<file path="src/rtl/otter_cu_pkg.sv">
// Shared types and encodings for the OTTER multicycle control unit.
package otter_cu_pkg;

    // Control FSM phases
    typedef enum logic [2:0] {
        INIT    = 3'd0,
        FETCH   = 3'd1,
        EXEC    = 3'd2,
        LD_WAIT = 3'd3,
        ST_WAIT = 3'd4,
        INTR    = 3'd5
    } cu_state_t;

    // RV32I major opcodes (IR[6:0])
    localparam logic [6:0] OP_LOAD   = 7'b0000011;
    localparam logic [6:0] OP_STORE  = 7'b0100011;
    localparam logic [6:0] OP_BRANCH = 7'b1100011;
    localparam logic [6:0] OP_JAL    = 7'b1101111;
    localparam logic [6:0] OP_JALR   = 7'b1100111;
    localparam logic [6:0] OP_LUI    = 7'b0110111;
    localparam logic [6:0] OP_AUIPC  = 7'b0010111;
    localparam logic [6:0] OP_OP     = 7'b0110011;
    localparam logic [6:0] OP_IMM    = 7'b0010011;
    localparam logic [6:0] OP_SYS    = 7'b1110011;

    // SYSTEM sub-decodes (IR[14:12])
    localparam logic [2:0] F3_MRET  = 3'b000;
    localparam logic [2:0] F3_CSRRW = 3'b001;

    // Opcodes that write rd and advance the PC in a single EXEC cycle
    localparam int N_ALU_OPS = 6;
    localparam logic [6:0] ALU_OPS [N_ALU_OPS] = '{
        OP_OP, OP_IMM, OP_LUI, OP_AUIPC, OP_JAL, OP_JALR
    };

    // Wait-state counter width; covers the full 1..255 timeout range
    localparam int WAIT_CNT_W = 8;

    // States in which the memory may stall us and the timeout applies
    function automatic logic is_wait_state(input cu_state_t s);
        return (s == FETCH) || (s == LD_WAIT) || (s == ST_WAIT);
    endfunction

endpackage

</file>
<file path="src/rtl/otter_wait_timer.sv">
// Counts consecutive stalled cycles and flags when the stall budget is used up.
module otter_wait_timer
    import otter_cu_pkg::*;
#(
    parameter int MAX_WAIT = 15
) (
    input  logic clk,
    input  logic rst,
    input  logic clr,
    input  logic en,
    output logic expired
);

    // The MAX_WAIT-th stalled cycle is the one that sees count == MAX_WAIT-1
    localparam logic [WAIT_CNT_W-1:0] LIMIT = WAIT_CNT_W'(MAX_WAIT - 1);

    logic [WAIT_CNT_W-1:0] count_reg;
    logic [WAIT_CNT_W-1:0] count_next;

    // Next count: clear wins over increment so a finished phase restarts at zero
    always_comb begin
        count_next = count_reg;
        if (clr) begin
            count_next = '0;
        end else if (en) begin
            count_next = count_reg + WAIT_CNT_W'(1);
        end
    end

    // Stall counter register
    always_ff @(posedge clk or posedge rst) begin
        if (rst) begin
            count_reg <= '0;
        end else begin
            count_reg <= count_next;
        end
    end

    // Expiry only while actually stalled, so a late ready never counts as a timeout
    assign expired = en && (count_reg == LIMIT);

endmodule

</file>
<file path="src/rtl/otter_cu_fsm.sv">
// Multicycle control FSM for the OTTER MCU: fetch, execute, memory waits,
// interrupt entry and MRET, with a bounded memory stall.
module otter_cu_fsm
    import otter_cu_pkg::*;
#(
    parameter int MAX_WAIT = 15
) (
    input  logic       CLK,
    input  logic       RST,
    input  logic       INTR,
    input  logic       MIE,
    input  logic [6:0] OPCODE,
    input  logic [2:0] FUNCT3,
    input  logic       MEM_RDY,
    output logic       RESET_OUT,
    output logic       IR_WE,
    output logic       PC_WE,
    output logic       RF_WE,
    output logic       MEM_RDEN1,
    output logic       MEM_RDEN2,
    output logic       MEM_WE2,
    output logic       CSR_WE,
    output logic       INT_TAKEN,
    output logic       MRET_EXEC,
    output logic       ILLEGAL,
    output logic       BUS_ERR
);

    // The INTR port shadows the package state literal of the same name,
    // so the interrupt state is always referenced through the package scope.
    localparam cu_state_t ST_INTR = otter_cu_pkg::INTR;

    cu_state_t state_reg;
    cu_state_t state_next;
    logic      bus_err_reg;
    logic      bus_err_next;

    logic      instr_end;
    logic      timer_en;
    logic      timer_clr;
    logic      timer_expired;

    logic [N_ALU_OPS-1:0] alu_hit;
    logic                 is_alu;

    // One comparator per single-cycle ALU-class opcode
    genvar gi;
    generate
        for (gi = 0; gi < N_ALU_OPS; gi++) begin : g_alu_dec
            assign alu_hit[gi] = (OPCODE == ALU_OPS[gi]);
        end
    endgenerate

    assign is_alu = |alu_hit;

    // Stall budget shared by FETCH, LD_WAIT and ST_WAIT; it restarts whenever
    // the phase finishes, including a FETCH timeout that re-enters FETCH.
    assign timer_en  = is_wait_state(state_reg) && !MEM_RDY;
    assign timer_clr = (state_next != state_reg) || timer_expired;

    otter_wait_timer #(
        .MAX_WAIT (MAX_WAIT)
    ) u_wait_timer (
        .clk     (CLK),
        .rst     (RST),
        .clr     (timer_clr),
        .en      (timer_en),
        .expired (timer_expired)
    );

    // State and sticky bus-error registers; reset drops straight back to INIT
    always_ff @(posedge CLK or posedge RST) begin
        if (RST) begin
            state_reg   <= INIT;
            bus_err_reg <= 1'b0;
        end else begin
            state_reg   <= state_next;
            bus_err_reg <= bus_err_next;
        end
    end

    // Next-state and strobe decode; every strobe defaults low
    always_comb begin
        state_next   = state_reg;
        bus_err_next = bus_err_reg;
        instr_end    = 1'b0;
        RESET_OUT    = 1'b0;
        IR_WE        = 1'b0;
        PC_WE        = 1'b0;
        RF_WE        = 1'b0;
        MEM_RDEN1    = 1'b0;
        MEM_RDEN2    = 1'b0;
        MEM_WE2      = 1'b0;
        CSR_WE       = 1'b0;
        INT_TAKEN    = 1'b0;
        MRET_EXEC    = 1'b0;
        ILLEGAL      = 1'b0;

        case (state_reg)
            INIT: begin
                RESET_OUT  = 1'b1;
                state_next = FETCH;
            end

            FETCH: begin
                MEM_RDEN1 = 1'b1;
                if (MEM_RDY) begin
                    IR_WE      = 1'b1;
                    state_next = EXEC;
                end else if (timer_expired) begin
                    // Give up on this word: step the PC past it and refetch
                    PC_WE        = 1'b1;
                    bus_err_next = 1'b1;
                    state_next   = FETCH;
                end
            end

            EXEC: begin
                if (OPCODE == OP_LOAD) begin
                    MEM_RDEN2  = 1'b1;
                    state_next = LD_WAIT;
                end else if (OPCODE == OP_STORE) begin
                    MEM_WE2    = 1'b1;
                    state_next = ST_WAIT;
                end else if (is_alu) begin
                    RF_WE     = 1'b1;
                    PC_WE     = 1'b1;
                    instr_end = 1'b1;
                end else if (OPCODE == OP_BRANCH) begin
                    PC_WE     = 1'b1;
                    instr_end = 1'b1;
                end else if ((OPCODE == OP_SYS) && (FUNCT3 == F3_MRET)) begin
                    // MRET returns to FETCH; a pending interrupt waits one instruction
                    MRET_EXEC  = 1'b1;
                    PC_WE      = 1'b1;
                    state_next = FETCH;
                end else if ((OPCODE == OP_SYS) && (FUNCT3 == F3_CSRRW)) begin
                    CSR_WE    = 1'b1;
                    RF_WE     = 1'b1;
                    PC_WE     = 1'b1;
                    instr_end = 1'b1;
                end else begin
                    // Unknown encodings retire as a NOP with a one-cycle flag
                    ILLEGAL   = 1'b1;
                    PC_WE     = 1'b1;
                    instr_end = 1'b1;
                end
            end

            LD_WAIT: begin
                MEM_RDEN2 = 1'b1;
                if (MEM_RDY) begin
                    RF_WE     = 1'b1;
                    PC_WE     = 1'b1;
                    instr_end = 1'b1;
                end else if (timer_expired) begin
                    // No valid data arrived, so rd is left untouched
                    PC_WE        = 1'b1;
                    bus_err_next = 1'b1;
                    instr_end    = 1'b1;
                end
            end

            ST_WAIT: begin
                MEM_WE2 = 1'b1;
                if (MEM_RDY) begin
                    PC_WE     = 1'b1;
                    instr_end = 1'b1;
                end else if (timer_expired) begin
                    PC_WE        = 1'b1;
                    bus_err_next = 1'b1;
                    instr_end    = 1'b1;
                end
            end

            ST_INTR: begin
                INT_TAKEN  = 1'b1;
                PC_WE      = 1'b1;
                state_next = FETCH;
            end

            default: begin
                state_next = INIT;
            end
        endcase

        // Interrupts are only sampled on a retiring instruction's last cycle
        if (instr_end) begin
            state_next = (INTR && MIE) ? ST_INTR : FETCH;
        end
    end

    assign BUS_ERR = bus_err_reg;

endmodule

</file>
<file path="config.mk">
export PLATFORM = sky130hd
export DESIGN_NAME = otter_cu_fsm
export DESIGN_NICKNAME = d
export VERILOG_FILES = /design/src/rtl/otter_cu_pkg.sv /design/src/rtl/otter_wait_timer.sv /design/src/rtl/otter_cu_fsm.sv
export SDC_FILE = /design/constraint.sdc
export NUM_CORES = 1
export LEC_CHECK = 0
export ABC_AREA = 1
export BUFFER_PORTS_ARGS = -buffer_cell sky130_fd_sc_hd__buf_2
export CORE_MARGIN = 5
export CORE_UTILIZATION = 51
export DETAILED_ROUTE_END_ITERATION = 8
export PLACE_DENSITY = 0.78
export SYNTH_ARGS = -nofsm -noshare
export SYNTH_HDL_FRONTEND = slang
export SYNTH_SLANG_ARGS = --single-unit
</file>
<file path="constraint.sdc">
create_clock -name CLK -period 2 [get_ports CLK]
set_clock_uncertainty 0.2 [all_clocks]
set_input_delay 0.4 -clock CLK [delete_from_list [all_inputs] [get_ports CLK]]
set_output_delay 0.4 -clock CLK [all_outputs]
set_load 0.02 [all_outputs]
</file>
==> run summary, run 1 <==
top cells by area, synth -> dfrtp_1 31%, nand2_1 13%, nor2_1 10%, inv_1 8.2%, nand3_2 5.2%
H-tree depth -> 1
Ys Warns -> 0
Synth cell types -> 27
post-synth top area cell -> dfrtp_1
status -> stopped before the end
Row Count -> 15
area fraction of the dominant cell type after synthesis -> 31.2%
synthesized flop and latch total -> 12
Ports -> 27
Seq/Total Area, Yosys -> 31.2%
chip height -> 53.5 um
gate count of the mapped netlist -> 143
Post-Syn Area per Cell -> 6.74 um2
Failed at -> 5_1_grt
Starting Density -> 54.6%
most frequent cell after synthesis -> nand2_1
worst slack, placed -> -0.112 ns
Buffers on Ports -> 26
GP Congestion -> 0.892
Stop Error -> [ERROR DPL-0038] Utilization greater than 100%, impossible to legalize
Post-Syn Area -> 963 um2
CTS root buf -> clkbuf_4
largest net degree at the start of global routing -> 13
Die Width -> 53.5 um
Post-Syn Nets -> 160
EDFF count, synth -> 0
top post-synthesis cells by count -> 34 x nand2_1, 26 x nor2_1, 21 x inv_1, 12 x dfrtp_1, 9 x nand3_1
post-synthesis async set-or-reset flop share -> 100%
clock sinks -> 12
worst-path endpoint category -> output port
Worst endpoint, post-GRT repair -> PC_WE
Longest Clk Path Bufs -> 2
Post-Place Cells -> 231
CTS Buf Count -> 3
HPWL Detailed -> 2.36 mm
Synth Flop Type -> dfrtp_1
cells by family after synthesis:
family	after synthesis	synth area share, %
AND/OR/NAND/NOR	88	44.5
adder cells (fa/ha/maj)	2	2.60
XOR/XNOR	6	5.46
flip-flops	12	31.2
buffers and inverters	26	10.1
AO/OA/AOI/OAI	9	6.10
through the flow:
step | utilization [%] | hold WS [ns] | instance area (um2)
after floorplan | - | 0.0647 | 988
after global placement | 80.9 | 0.212 | 1430
after detailed placement | 80.9 | 0.232 | 1430
after CTS | 96.8 | 0.314 | 1710
what timing repair did:
action | in CTS
endpoints found under the setup margin | 16
setup buffers | 12
pin swaps | 11
resized for setup | 48
hold buffers | 1
hold endpoints to repair | 12
==> run 2, diff against run 1 <==
--- a/config.mk
+++ b/config.mk
@@ -7,10 +7,10 @@
 export LEC_CHECK = 0
 export ABC_AREA = 1
 export BUFFER_PORTS_ARGS = -buffer_cell sky130_fd_sc_hd__buf_2
-export CORE_MARGIN = 5
-export CORE_UTILIZATION = 51
+export CORE_AREA = 5 5 66 68
 export DETAILED_ROUTE_END_ITERATION = 8
-export PLACE_DENSITY = 0.78
+export DIE_AREA = 0 0 71 73
+export PLACE_DENSITY_LB_ADDON = 0.15
 export SYNTH_ARGS = -nofsm -noshare
 export SYNTH_HDL_FRONTEND = slang
 export SYNTH_SLANG_ARGS = --single-unit
==> run 2 against run 1 <==
The flow now finishes, with violations (setup timing). Area after synthesis stayed put. Synthesized cell count did not move.
==> run summary, run 2 <==
Post-Syn Nets -> 160
Synth cell types -> 27
Core ar. -> 3800 um2
gate count of the mapped netlist -> 143
top cells by area, synth -> dfrtp_1 31%, nand2_1 13%, nor2_1 10%, inv_1 8.2%, nand3_2 5.2%
largest net degree at the start of global routing -> 13
Peak VDD IR -> 0.725 mV
Ports -> 27
post-synth top area cell -> dfrtp_1
crit path max fanout -> 4
Post-Syn Area -> 963 um2
count of final max-slew check failures -> 0
grt ovf -> 0
global-route wire length before repair -> 5.44 mm
Final Power -> 2270 uW
leading cell types in the layout, fill and taps excluded -> 48 x buf_4, 23 x nand2_1, 19 x inv_1
critical path startpoint -> state_reg[1]
Worst Setup Path Type -> reg -> out
commonest non-fill, non-tap cell in the layout -> buf_4
critical path required time -> 1.40 ns
vias in the first global route -> 1274
max_slew headroom -> 69.1%
status -> finished, violations left
top post-synthesis cells by count -> 34 x nand2_1, 26 x nor2_1, 21 x inv_1, 12 x dfrtp_1, 9 x nand3_1
TritonRoute pass-1 iters -> 4
minimum clock period after layout -> 2.26 ns
Startpoint Class -> flip-flop
Row Count -> 23
post-synthesis async set-or-reset flop share -> 100%
clk_lat worst skew -> 0.24 ns
Longest Clk Path Bufs -> 2
Worst-Margin Slew -> 0.463 ns
drt drc -> 0
GP Congestion -> 0.854
Routed Antenna Nets -> 0
failing checks -> setup timing
Total GRT Usage -> 13.0%
Die Area -> 5180 um2
Seq/Total Area, Yosys -> 31.2%
aggregate routed wire length -> 3.26 mm
chip height -> 73 um
CTS Buf Count -> 3
Hold/Removal Path Class -> reg -> reg
Inserted Diodes -> 0
min-delay src -> BUS_ERR
H-tree depth -> 1
total leakage power -> 0.000966 uW
Die Width -> 71 um
Starting Density -> 25.4%
P&R area growth vs syn -> 93.5%
power density over the cells -> 1220 nW/um2
setup ws final -> -0.256 ns
Final Hold Fails -> 0
WP data arrival -> 1.66 ns
synthesized flop and latch total -> 12
DP Area -> 1490 um2
CTS tree -> done
DR vias/cell -> 4.31
routed via count -> 1189
Max Cap Viol -> 0
Ys Warns -> 0
Synth Flop Type -> dfrtp_1
final setup vio count -> 16
EDFF count, synth -> 0
cell area after layout -> 1860 um2
HPWL Detailed -> 2.39 mm
RSZ-0062 raised after global routing -> true
fillers -> 383
reg2reg start -> state_reg[0]
share of cells above drive strength 1 -> 59.7%
Final Util -> 49.1%
area fraction of the dominant cell type after synthesis -> 31.2%
initial antenna violation count -> 0
clock sinks -> 12
FMAX -> 443 MHz
period utilization -> 113%
element type at the critical path end -> output port
most frequent cell after synthesis -> nand2_1
Iter 0 DRT Violations -> 30
Post-Syn Area per Cell -> 6.74 um2
Clk pin slew, worst setup/hold paths -> 0.05 ns
WL/cell -> 11.8 um
CTS root buf -> clkbuf_8
Buffers on Ports -> 26
max reg flops -> 8
Layout Nets -> 244
-- run 2: cell counts after synthesis --
No cell type changed its count.
-- run 2: metrics by stage --
step           std cells  setup slack, ns  TNS [ns]  hold WS [ns]
2_1_floorplan        143          -0.0208   -0.0208        0.0647
3_3_place_gp         259          -0.0976    -0.820         0.226
3_5_place_dp         259           -0.118     -1.01         0.237
4_1_cts              272           -0.251    -0.940         0.272
5_1_grt              276           -0.335     -3.71         0.295
6_report             276           -0.256     -2.02         0.267
-- run 2: logic make-up (layout without fill, tap and decap cells) --
logic type | Yosys count | in the layout | share of synthesized area, %
flip-flops | 12 | 12 | 31.2
AND/OR/NAND/NOR | 88 | 88 | 44.5
AO/OA/AOI/OAI | 9 | 9 | 6.10
XOR/XNOR | 6 | 6 | 5.46
buffers and inverters | 26 | 109 | 10.1
adder cells (fa/ha/maj) | 2 | 2 | 2.60
-- run 2: critical path, cell delays in order (launching register included) --
cell	delay [ns]
dfrtp_2	0.44
buf_6	0.14
nor3_4	0.21
nand2_2	0.09
o21ai_2	0.08
nand2_2	0.09
o2111ai_2	0.22
buf_6	0.15
-- run 2: power by group --
group	total [uW]	internal, uW	switching [uW]	leakage (uW)
clock network	266	174	91.4	0.0000288
logic	1650	821	831	0.000778
registers	349	292	56.8	0.000159
-- run 2: routing by layer --
metal | track usage (%) | wire, um | vias to the layer above
met5 | 0 | 0 | -
met4 | 3.76 | 66 | 0
met3 | 3.17 | 102 | 8
met2 | 24.5 | 1800 | 18
met1 | 14.5 | 1290 | 552
li1 | - | - | 611
-- run 2: path summary, 6_finish.rpt --
path | endpoint | slack (ns) | depth (start not counted)
min in group asynchronous | u_wait_timer.count_reg[4] | 0.51 | 3
setup reg to reg | u_wait_timer.count_reg[2] | -0.12 | 11
hold / removal | BUS_ERR | 0.27 | 1
hold reg to reg | BUS_ERR | 0.27 | 1
setup / recovery | PC_WE | -0.26 | 7
max in group asynchronous | state_reg[2] | 0.75 | 3
-- run 2: layout make-up --
| cell class | instances | area [um2] | share of cell area [%] |
|---|---|---|---|
| Multi-Input combinational cell | 105 | 722 | 38.7 |
| Timing Repair Buffer | 79 | 617 | 33.1 |
| Sequential cell | 12 | 303 | 16.2 |
| Inverter | 26 | 105 | 5.64 |
| Tap cell | 50 | 62.6 | 3.36 |
| Clock buffer | 4 | 55.1 | 2.95 |
-- run 2: timing repair --
item / in CTS / in global routing
pin swaps: 11 / 24
hold endpoints to repair: 12 / 0
resized for setup: 39 / 31
setup buffers: 8 / 7
hold buffers: 1 / 0
setup endpoints to repair: 16 / 20
No activity file was read; power rests on OpenSTA's default activity.
